[config.mk]
export PLATFORM = sky130hd
export DESIGN_NAME = alu_adder_core
export DESIGN_NICKNAME = d
export VERILOG_FILES = /design/src/rtl/alu_pkg.sv /design/src/rtl/alu_carry_adder.sv /design/src/rtl/alu_adder_core.sv
export SDC_FILE = /design/constraint.sdc
export NUM_CORES = 1
export LEC_CHECK = 0
export CAP_MARGIN = 10
export CORE_MARGIN = 2
export CORE_UTILIZATION = 37
export DETAILED_ROUTE_END_ITERATION = 16
export GPL_ROUTABILITY_DRIVEN = 0
export PLACE_DENSITY = 0.73
export SLEW_MARGIN = 5
export SYNTH_ARGS = -nofsm -noshare
export SYNTH_HDL_FRONTEND = slang
export SYNTH_SLANG_ARGS = --single-unit
[constraint.sdc]
create_clock -name clk -period 1.7 [get_ports clk]
set_input_delay 0.255 -clock clk [delete_from_list [all_inputs] [get_ports clk]]
set_output_delay 0.255 -clock clk [all_outputs]
set_load 0.01 [all_outputs]
[src/rtl/alu_pkg.sv]
// Shared types and flag bit positions for the ALU adder core.
package alu_pkg;

    typedef enum logic [1:0] {
        ALU_ADD = 2'b00,
        ALU_SUB = 2'b01,
        ALU_AND = 2'b10,
        ALU_OR  = 2'b11
    } alu_op_e;

    localparam int FLAG_N = 3;
    localparam int FLAG_Z = 2;
    localparam int FLAG_C = 1;
    localparam int FLAG_V = 0;

    typedef logic [3:0] alu_flags_t;

endpackage

[src/rtl/alu_carry_adder.sv]
// Combinational WIDTH-bit adder with carry-in and carry-out.
module alu_carry_adder #(
    parameter int WIDTH = 32
) (
    input  logic [WIDTH-1:0] a,
    input  logic [WIDTH-1:0] b,
    input  logic             cin,
    output logic [WIDTH-1:0] sum,
    output logic             cout
);

    // Extend by one bit so the carry-out falls out of the same addition.
    assign {cout, sum} = {1'b0, a} + {1'b0, b} + {{WIDTH{1'b0}}, cin};

endmodule

[src/rtl/alu_adder_core.sv]
// Registered ADD/SUB/AND/OR slice producing a result and NZCV flags.
// Define ALU_ADDER_CORE_TRACE_EN for a simulation-only trace of internal nodes on each capture.
module alu_adder_core
    import alu_pkg::*;
#(
    parameter int WIDTH = 32
) (
    input  logic             clk,
    input  logic             reset,
    input  logic             in_valid,
    input  logic [WIDTH-1:0] src_a,
    input  logic [WIDTH-1:0] src_b,
    input  logic [1:0]       alu_control,
    output logic [WIDTH-1:0] alu_result,
    output alu_flags_t       alu_flags,
    output logic             out_valid
);

    alu_op_e          op;
    logic [WIDTH-1:0] b_eff;
    logic [WIDTH-1:0] sum;
    logic             cout;
    logic [WIDTH-1:0] res;
    alu_flags_t       flags_next;

    assign op = alu_op_e'(alu_control);

    // SUB is A + ~B + 1, so the same control bit inverts B and supplies the carry-in.
    assign b_eff = alu_control[0] ? ~src_b : src_b;

    alu_carry_adder #(.WIDTH(WIDTH)) u_adder (
        .a    (src_a),
        .b    (b_eff),
        .cin  (alu_control[0]),
        .sum  (sum),
        .cout (cout)
    );

    always_comb begin
        // NOTE: defaults first so every path assigns every output; no latch is inferred.
        res = sum;
        unique case (op)
            ALU_ADD, ALU_SUB: res = sum;
            ALU_AND:          res = src_a & src_b;
            ALU_OR:           res = src_a | src_b;
        endcase
    end

    always_comb begin
        flags_next         = '0;
        flags_next[FLAG_N] = res[WIDTH-1];
        flags_next[FLAG_Z] = (res == '0);
        flags_next[FLAG_C] = ~alu_control[1] & cout;
        flags_next[FLAG_V] = ~alu_control[1]
                           & (src_a[WIDTH-1] ^ sum[WIDTH-1])
                           & ~(alu_control[0] ^ src_a[WIDTH-1] ^ src_b[WIDTH-1]);
    end

    // NOTE: non-blocking assignments for all state; the async reset clears every register.
    always_ff @(posedge clk or posedge reset) begin
        if (reset) begin
            alu_result <= '0;
            alu_flags  <= '0;
            out_valid  <= 1'b0;
        end else begin
            out_valid <= in_valid;
            if (in_valid) begin
                alu_result <= res;
                alu_flags  <= flags_next;
            end
        end
    end

`ifdef ALU_ADDER_CORE_TRACE_EN
    always @(posedge clk) begin
        if (!reset && in_valid)
            $display("alu_adder_core: sum=%h cout=%h b_eff=%h res=%h", sum, cout, b_eff, res);
    end
`else
`endif

endmodule

==> results.ini <==
[synth]
synth_seq_area_share = 0.206
synth.most_common_cell = nand2_1
synth_area_leaders = dfrtp_1 21%, ha_1 9.4%, xor2_1 8.4%, maj3_1 6.6%, a21oi_1 5.5%
yosysTopAreaCell = dfrtp_1
syn_avg_cell_area_sq_um = 8.23
synth_top_flop_cell = dfrtp_1
synth_cell_type_count = 71
synthArstFlopShare = 1.00
synth_edf_count = 0
synth_common_cells = 53 x nand2_1, 48 x a21oi_1, 42 x xor2_1
synth_seq_cells = 36
synth_top_area_frac = 0.206
synthCells = 531
syn-num-nets = 634
synth-warning-count = 0
syn_area_sq_um = 4370

[clock_tree]
max-clock-path-buffers = 2
htreeDepth = 2
clkSinkCount = 36
numCtsBuffers = 5
holdBufCountCts = 0
insertion_delay_ns = 0.28
cts_tree = yes
clk_pin_slew_worst_paths_ns = 0.06
cts-root-buf = clkbuf_16

[finish]
finalNonFillerCells = 970
utilization = 0.733
synthToLayoutAreaGrowth_pct = 92.4
nFillCells = 638
antenna_cells = 0
layout-drive-gt1-share = 0.485
final_nets = 929

[power]
cellPowerDensity_nw_per_um2 = 767
p_total_mw = 6.45
p_seq_frac = 0.177
swShare = 0.393
clockPowerShare = 0.160
comb_power_share = 0.662
p_sw_mw = 2.53
internal-power_mw = 3.92
leakage_nw = 3.60
ir_drop_mv = 0.722

[floorplan]
dieArea_sq_um = 12700
num_rows = 39
start_util = 0.381
core_sq_um = 11500
die_w_microns = 113
io_pins = 106
die_h_microns = 113

[global_routing]
grt_pass1_vias = 5814
grt_start_max_net_pins = 48
grt_pass1_wl_microns = 29200
antenna_found_initial = 0
grt_overflow_total = 0
grtUsageTotal = 0.281

[status]
violations = setup timing
status = finished, violations left

[sta]
period_minus_slack_ns = 3.20
setup_ws_ns = -1.50
finalClockSkew_ns = 0
relSlewSlack = 0.579
tns_ns = -26.99
tightest_slew_ns = 0.629
maxSlewViolCount = 0
setup_viol = 32
rsz0062_at_grt = yes
max_freq_mhz = 313
fin_crit_sh = 1.88
hold_viol = 0

[critical_path]
path_class = primary input to flop
worstPathMaxFanout = 7
startpoint_type = primary input
max_stage_delay_ns = 0.56
endpoint_kind = flop
required_ns = 1.85
crit_slowest_cell = o211ai_1
cpLargestDelayFamily = compound AO/OA/AOI/OAI gates
crit_chain = buf_12, buf_12, xor2_4, ha_4, a21oi_4, nand2b_4, a31oi_4, o211ai_1, buf_4, a21boi_4, o31ai_4, xnor2_1, mux2i_1, and3_1, a32o_1
crit_buf_inv = 3
cp.arrival_ns = 3.35
path_common_cell = buf_12

[detailed_routing]
drt_wl_total_microns = 21300
antenna_left = 0
dr.pass1.iters = 5
vias = 6060
viasPerCell = 6.25
wire_per_inst_microns = 22.0
drcViolationCount = 0
first_iter_violations = 646

[placement]
dpl.hpwl_microns = 12000
placed_cells = 906
port_buffers = 105

[hold_path]
hold_path.class = primary input to asynchronous set/reset pin

[flow_run]
drv_cap = 0

state kept, by name, indices dropped and copies added, names as in the netlist:
register,cells
alu_result,32
alu_flags,3
out_valid,1
path summary, 6_finish.rpt:
kind	start	to	slack, ns	depth (start not counted)
min	reset	alu_result[18]	0.40	3
min in group clk	in_valid	alu_result[2]	0.46	4
max reg2reg	alu_result[5]	alu_result[5]	0.86	1
min reg2reg	alu_result[2]	alu_result[2]	0.49	1
max	alu_control[0]	alu_flags[2]	-1.50	15
max in group asynchronous	reset	alu_result[25]	0.97	3
worst min-delay path: cells and delay by family:
family | cells | cell delay (ns)
buf+inv | 3 | 0.87
cell families after synthesis:
family / synth area share
xor+xnor: 0.0962
fa+ha+maj: 0.165
simple gates: 0.175
compound gates: 0.260
buf+inv: 0.0409
flops: 0.206
mux: 0.0567
final cells by class:
cell class,count,area [sq um],share of cell area
Sequential cell,36,901,0.107
Clock inverter,2,35.0,0.00417
Timing Repair Buffer,318,2770,0.330
Multi-Input combinational cell,451,4340,0.516
Clock buffer,6,129,0.0153
Inverter,14,52.6,0.00625
Tap cell,143,179,0.0213
what timing repair did:
item,4_1_cts,5_1_grt
endpoints found under the setup margin,34,33
resized for setup,180,85
buffers inserted,51,13
pin swaps,121,54
power by group through the flow:
stage / logic (mW) / registers, mW / clock network (mW)
2_1_floorplan: 1.49 / 1.19 / 0
3_3_place_gp: 2.96 / 1.13 / 0
3_5_place_dp: 3.06 / 1.14 / 0
4_1_cts: 3.65 / 1.13 / 1.04
5_1_grt: 4.47 / 1.15 / 1.07
6_report: 4.27 / 1.14 / 1.04
layout by cell type, fill, tap and decap left out, types with 5 or more instances in the layout:
| cell type | count |
|---|---|
| buf_4 | 176 |
| a21oi_1 | 15 |
| o21ai_2 | 10 |
| nor2_1 | 29 |
| mux2_4 | 8 |
| inv_1 | 12 |
| clkbuf_16 | 5 |
| buf_6 | 31 |
| buf_2 | 6 |
| o21a_1 | 8 |
| o21ai_1 | 9 |
| nor3_1 | 7 |
| mux2i_1 | 7 |
| xor2_2 | 15 |
| ha_1 | 19 |
| clkdlybuf4s50_1 | 67 |
| dlygate4sd2_1 | 28 |
| nand2_2 | 8 |
| a31oi_1 | 5 |
| a21oi_4 | 7 |
| o21ai_0 | 5 |
| a21o_1 | 9 |
| o211ai_1 | 7 |
| nand4_1 | 6 |
| ha_4 | 13 |
| nor3_2 | 7 |
| nand3_1 | 11 |
| a21oi_2 | 29 |
| nand2_1 | 44 |
| xor2_1 | 24 |
| dfrtp_1 | 36 |
| maj3_1 | 29 |
| buf_12 | 5 |
per-stage QoR:
step | cell area (sq um) | setup slack [ns] | hold slack [ns]
detailed placement | 6790 | -1.86 | 0.473
finish | 8410 | -1.50 | 0.405
global route | 8410 | -1.60 | 0.463
floorplan | 4590 | -1.56 | 0.286
CTS | 7900 | -1.14 | 0.425
global placement | 6790 | -1.68 | 0.465
per-layer routing:
layer | global-route usage | part of all wire | vias to the layer above | routed length (microns)
li1 | - | - | 2551 | -
met1 | 0.341 | 0.37 | 2866 | 7870
met2 | 0.502 | 0.47 | 463 | 10100
met3 | 0.0295 | 0.083 | 180 | 1760
met4 | 0.129 | 0.076 | 0 | 1630
met5 | 0 | 0 | - | 0
Power figures use the tool's default switching activity.
